[src/rtl/traffic_ctrl_param.sv]
// rtl/traffic_ctrl_param.sv - car/pedestrian light controller with prescaler, phase timer, flash mode
module traffic_ctrl_param #(
  parameter int CNT_W       = 24,
  parameter int TB_DIV      = 12000000,
  parameter int TB_DIV_TEST = 4,
  parameter int T_GREEN     = 10,
  parameter int T_YELLOW    = 2,
  parameter int T_CLR       = 1,
  parameter int T_PED       = 8,
  parameter int T_RY        = 1
) (
  input  logic       CLK,
  input  logic       RESET,
  input  logic       TESTMODE,
  input  logic       PED_REQ,
  input  logic       FLASH,
  output logic       G_CAR,
  output logic       Y_CAR,
  output logic       R_CAR,
  output logic       G_PEDES,
  output logic       R_PEDES,
  output logic       PED_WAIT,
  output logic [2:0] PHASE,
  output logic       TICK
);

  typedef enum logic [2:0] {
    S_GREEN   = 3'd0,
    S_YELLOW  = 3'd1,
    S_ALLRED1 = 3'd2,
    S_PEDGO   = 3'd3,
    S_ALLRED2 = 3'd4,
    S_REDYEL  = 3'd5,
    S_FLASHY  = 3'd6
  } state_t;

  localparam logic [CNT_W-1:0] DIV_M1      = CNT_W'(TB_DIV - 1);
  localparam logic [CNT_W-1:0] DIV_TEST_M1 = CNT_W'(TB_DIV_TEST - 1);
  localparam logic [CNT_W-1:0] GREEN_M1    = CNT_W'(T_GREEN - 1);
  localparam logic [CNT_W-1:0] YELLOW_M1   = CNT_W'(T_YELLOW - 1);
  localparam logic [CNT_W-1:0] CLR_M1      = CNT_W'(T_CLR - 1);
  localparam logic [CNT_W-1:0] PED_M1      = CNT_W'(T_PED - 1);
  localparam logic [CNT_W-1:0] RY_M1       = CNT_W'(T_RY - 1);

  state_t           state;
  state_t           succ;
  logic [CNT_W-1:0] cnt;
  logic [CNT_W-1:0] timer;
  logic [CNT_W-1:0] div_m1;
  logic [CNT_W-1:0] dur_m1;
  logic             tick;
  logic             req_q;
  logic             flash_q;

  // >= rather than == so a TESTMODE switch mid-count cannot skip past the wrap point
  assign div_m1 = TESTMODE ? DIV_TEST_M1 : DIV_M1;
  assign tick   = (cnt >= div_m1);

  always_comb begin
    succ   = S_ALLRED2;
    dur_m1 = CLR_M1;
    case (state)
      S_GREEN:   begin succ = S_YELLOW;  dur_m1 = GREEN_M1;  end
      S_YELLOW:  begin succ = S_ALLRED1; dur_m1 = YELLOW_M1; end
      S_ALLRED1: begin succ = S_PEDGO;   dur_m1 = CLR_M1;    end
      S_PEDGO:   begin succ = S_ALLRED2; dur_m1 = PED_M1;    end
      S_ALLRED2: begin succ = S_REDYEL;  dur_m1 = CLR_M1;    end
      S_REDYEL:  begin succ = S_GREEN;   dur_m1 = RY_M1;     end
      default:   begin succ = S_ALLRED2; dur_m1 = CLR_M1;    end
    endcase
  end

  always_ff @(posedge CLK) begin
    if (RESET) begin
      state   <= S_ALLRED2;
      cnt     <= '0;
      timer   <= '0;
      req_q   <= 1'b0;
      flash_q <= 1'b0;
    end else begin
      cnt <= tick ? '0 : cnt + CNT_W'(1);
      if (FLASH && state != S_FLASHY) begin
        state   <= S_FLASHY;
        timer   <= '0;
        flash_q <= 1'b0;
        req_q   <= 1'b0;
      end else if (state == S_FLASHY) begin
        req_q <= 1'b0;
        if (!FLASH) begin
          state <= S_ALLRED2;
          timer <= '0;
        end else if (tick) begin
          flash_q <= ~flash_q;
        end
      end else begin
        if (PED_REQ && state != S_PEDGO)
          req_q <= 1'b1;
        if (tick) begin
          if (timer == dur_m1) begin
            // green without a pending request holds with the timer parked at its limit
            if (!(state == S_GREEN && !req_q)) begin
              state <= succ;
              timer <= '0;
              if (succ == S_PEDGO)
                req_q <= 1'b0;
            end
          end else begin
            timer <= timer + CNT_W'(1);
          end
        end
      end
    end
  end

  always_comb begin
    G_CAR   = 1'b0;
    Y_CAR   = 1'b0;
    R_CAR   = 1'b0;
    G_PEDES = 1'b0;
    R_PEDES = 1'b0;
    case (state)
      S_GREEN:   begin G_CAR = 1'b1; R_PEDES = 1'b1; end
      S_YELLOW:  begin Y_CAR = 1'b1; R_PEDES = 1'b1; end
      S_ALLRED1: begin R_CAR = 1'b1; R_PEDES = 1'b1; end
      S_PEDGO:   begin R_CAR = 1'b1; G_PEDES = 1'b1; end
      S_ALLRED2: begin R_CAR = 1'b1; R_PEDES = 1'b1; end
      S_REDYEL:  begin R_CAR = 1'b1; Y_CAR = 1'b1; R_PEDES = 1'b1; end
      S_FLASHY:  begin Y_CAR = flash_q; end
      default:   begin R_CAR = 1'b1; R_PEDES = 1'b1; end
    endcase
  end

  assign PED_WAIT = req_q;
  assign PHASE    = state;
  assign TICK     = tick;

endmodule
[config.mk]
export PLATFORM = sky130hd
export DESIGN_NAME = traffic_ctrl_param
export DESIGN_NICKNAME = d
export VERILOG_FILES = /design/src/rtl/traffic_ctrl_param.sv
export SDC_FILE = /design/constraint.sdc
export NUM_CORES = 1
export LEC_CHECK = 0
export ABC_AREA = 1
export BUFFER_PORTS_ARGS = -buffer_cell sky130_fd_sc_hd__buf_2
export CORE_MARGIN = 4
export CORE_UTILIZATION = 40
export DETAILED_ROUTE_END_ITERATION = 10
export GPL_TIMING_DRIVEN = 0
export MAX_ROUTING_LAYER = met4
export PLACE_DENSITY = 0.66
export SYNTH_ARGS = -nofsm -noshare
export SYNTH_HDL_FRONTEND = slang
export SYNTH_SLANG_ARGS = --single-unit
[constraint.sdc]
create_clock -name CLK -period 2.43 [get_ports CLK]
set_input_delay 0.486 -clock CLK [delete_from_list [all_inputs] [get_ports CLK]]
set_output_delay 0.486 -clock CLK [all_outputs]
set_load 0.02 [all_outputs]
* Yosys cells after proc, flatten, opt, wreduce, memory -nomap -nowiden *
Cells that the tools add are included.

cells by class
  add/subtract/negate cells = 2
  order comparisons = 1
  equality and inequality tests = 15
  mux-type cells = 24
  bitwise operators = 1
  reduce and logical (&&, ||, !) cells = 19

operators by type and width
  cell                                                             count
  24-bit two-way mux                                               6
  24-bit by 1-bit adder with 24-bit output, second input constant  2
  24-bit == test                                                   1
  24-bit greater-or-equal comparator                               1
  3-bit two-way mux                                                5
  3-bit case mux with 5 select lines                               1
  3-bit != test, second input constant                             4
  4-bit case mux with 3 select lines                               1
  3-bit by 2-bit == test with 1-bit output, second input constant  3
  3-bit == test, second input constant                             3
  1-bit two-way mux                                                9
  4-bit AND reduction                                              2
  2-bit OR reduction                                               4
  3-bit AND reduction                                              2
  3-bit nonzero test                                               2
  3-bit OR reduction                                               2
  2-bit != test, second input constant                             2
  2-bit nonzero test                                               2
  3-bit by 1-bit == test with 1-bit output, second input constant  1
  1-bit logical AND                                                3
  3-bit zero test                                                  1
  3-bit by 2-bit != test with 1-bit output, second input constant  1
  2-bit two-way mux                                                1
  1-bit case mux with 2 select lines                               1
  other kinds (2)                                                  2

storage, ports and cells
  flip-flop bits (word level) = 53
  output and inout port bits = 10
  word-level logic and storage cells = 68

* Logic depth before layout (Yosys ltp) *
  depth in word-level cells = 7
  mapped depth = 14
  depth with buffers taken out = 14

* Worst setup path after synthesis *
Ideal clock, no wire load.

  kind = input port to output port
  start = input TESTMODE
  end = output TICK
  arrival time = 1429 ps
  required time = 1944 ps
  slack = 515 ps
  stages on the path = 7
  buffers on the path = 0
  path through = ha_1 -> nand2_1 -> nor2_2 -> nand2_1 -> nor2_1 -> nand2_1 -> nand3_1

on the way
  longest elaborated chain between the ends = 2

RTL lines
  what                                RTL line  source
  from (decl)                         14        input logic TESTMODE,
  24-bit two-way mux                  56        assign div_m1 = TESTMODE ? DIV_TEST_M1 : DIV_M1;
  24-bit greater-or-equal comparator  57        assign tick = (cnt >= div_m1);
  to (decl)                           24        output logic TICK

No other way between the ends.

* Worst setup path in the final report *
Ends and elaborated chain as after synthesis.

==> results.yml <==
run_status:
  status: "finished clean"
drt:
  vias_per_cell: 5.06
  via_count: 3863
  ant_nets: 0
  first_pass_iters: 5
  drt_wl_total_mm: 9.42
  drc: 0
  wl_per_cell_um: 12.3
  drtIter0Drc: 205
finish:
  area_growth_pct: 8.77
  fin_area_sq_um: 4210
  final_common_cell: "nand2_1"
  final_nets: 655
  layout_common_cells: "nand2_1, nor2_1, inv_1, dfxtp_1, nand3_1"
  antenna_cells: 0
  drive_gt1_frac: 0.147
place:
  dp_hpwl_mm: 7.38
  placed_area_sq_um: 4100
  finalWeightedCongestion: 0.954
  port_buffers: 14
clock_tree:
  htree_levels: 2
  insertion_delay_ns: 0.32
  cts_buffers: 5
  cts_hold_buf: 0
  cts.sinks: 53
  clkTransAtPathRegs_ns: 0.11
  post_cts_buffers: 0
  ctsLongestPathBuffers: 2
  cts_root_buf: "clkbuf_8"
  cts_tree: "done"
pwr:
  vdd_drop_max_uv: 208
  p_leak_nw: 1.71
  p_per_area_nw_per_um2: 447
worst_setup_path:
  worstSetupEndpointType: "primary output"
  r2r_cells: 10
  r2r_slack_ns: 0.28
  worstSetupEndpoint: "TICK"
  crit_type: "input pin to primary output"
  worstPathArrival_ns: 1.83
  r2r_end: "timer[16]"
  startpoint: "TESTMODE"
  cp_data_required_time_ns: 1.94
  reg2reg_from: "timer[0]"
  startpoint_type: "input pin"
  crit_fanout: 15
sta:
  hold_slack_ns: 0.448
  fmax_mhz: 431
  final_max_slew_viol_count: 0
  finalCriticalPeriod_ns: 2.32
  hold_violations: 0
  skew_ns: 0.0142
  setup_viol: 0
  finalCritPeriodShare: 0.954
  tightest_slew_ns: 0.544
  rsz0062_at_grt: "no"
  relSlewSlack: 0.637
floorplan:
  die_h_um: 106
  initial_core_util: 0.415
  ios: 15
  rows: 35
  die_w_um: 106
  core_sq_um: 9330
  die-area_sq_um: 11300
synthesis:
  syn_nets: 634
  netlist_area_sq_um: 3870
  synth_seq_area_share: 0.274
  yosysWarnings: 0
  syn_inst: 612
  synth-seq-cells: 53
  syn_avg_cell_area_sq_um: 6.32
  ys_types: 39
global_routing:
  grt_overflow: 0
  antenna_found_initial: 0
  grt_pass1_wl_mm: 16.6
  track_usage: 0.180
  grt_pass1_vias: 3667
  grt_max_degree: 19
min_path:
  hp-class: "input pin to flop"
  min_path_cells: 4
flow_run:
  cap_violations: 0
critical path: stages:
cell and delay [ns]:
buf_4 0.19, ha_1 0.33, a21oi_1 0.14, nand2_1 0.08, nand2_1 0.06, nand2_1 0.09, nand2_1 0.15, nand3_2 0.12
buf_4 0.18
report_power, final:
group | switching (mW) | total, mW | internal (mW)
Combinational | 0.295 | 0.422 | 0.128
Sequential | 0.0190 | 0.903 | 0.884
Clock | 0.342 | 0.553 | 0.212
Total | 0.655 | 1.88 | 1.22
layer usage:
metal / GRT usage / vias to the layer above / share of wire
met5: - / - / 0
met4: 0.0472 / 0 / 0.015
met3: 0.0225 / 14 / 0.039
met2: 0.295 / 77 / 0.46
met1: 0.234 / 1769 / 0.49
li1: - / 2003 / -
through the flow:
| step | worst slack [ns] | TNS, ns | cells | utilization | power, mW |
|---|---|---|---|---|---|
| after CTS | 0.0845 | 0 | 763 | 0.450 | 1.90 |
| after global placement | -0.0388 | -0.305 | 755 | 0.439 | 1.34 |
| after detailed placement | -0.0738 | -0.825 | 755 | 0.439 | 1.34 |
| final | 0.112 | 0 | 763 | 0.451 | 1.88 |
| after floorplan | 0.515 | 0 | 612 | - | 1.23 |
| after global routing | 0.0115 | 0 | 763 | 0.451 | 1.98 |
how the worst min path moves through the flow:
stage | endpoint | slack, ns | from
CTS | PHASE[1] | 0.44 | RESET
global route | PED_WAIT | 0.46 | RESET
detailed placement | flash_q | 0.47 | flash_q
global placement | cnt[0] | 0.46 | cnt[0]
floorplan | cnt[0] | 0.44 | cnt[0]
finish | PHASE[1] | 0.45 | RESET
area by class of cell:
class,instances,area [sq um]
clock buffers,5,68.8
multi-input cells,469,2430
plain buffers,19,114
inverters,71,267
flip-flops and latches,53,1060
fillers,1021,5120
clock inverters,3,25.0
well taps,129,161
repair buffers,14,75.1
synthesized netlist by cell type, drive strengths merged:
| master | instances | share of area |
|---|---|---|
| nor3 | 21 | 0.030 |
| a21oi | 39 | 0.061 |
| and3 | 1 | 0.0016 |
| clkbuf | 4 | 0.0039 |
| o22ai | 2 | 0.0032 |
| nor3b | 5 | 0.0097 |
| nor4 | 4 | 0.0081 |
| inv | 71 | 0.069 |
| dfxtp | 53 | 0.27 |
| nand2 | 174 | 0.18 |
| or2 | 5 | 0.0081 |
| nand4 | 29 | 0.052 |
| nand3b | 1 | 0.0019 |
| nand3 | 34 | 0.045 |
| o21ai | 9 | 0.013 |
| xnor2 | 7 | 0.016 |
| nor2 | 107 | 0.11 |
| and2 | 1 | 0.0016 |
| buf | 15 | 0.026 |
| xor2 | 13 | 0.029 |
| ha | 17 | 0.055 |
cell families (layout without fill, tap and decap cells):
logic type | Yosys count | in the layout | share of synthesized area
compound gates | 50 | 50 | 0.0770
xor+xnor | 20 | 20 | 0.0453
fa+ha+maj | 17 | 17 | 0.0550
buf+inv | 90 | 112 | 0.0983
flops | 53 | 53 | 0.274
simple gates | 382 | 382 | 0.450
sequential cells by signal, summed over array words and instances (netlist names):
name      cells
PED_WAIT      1
cnt          24
timer        24
flash_q       1
PHASE         3
what timing repair did:
item / CTS / global route
resized for setup: 1 / 5
pin swaps: 0 / 0
setup endpoints to repair: 1 / 1
gates cloned: 0 / 0
Power figures use the tool's default switching activity.
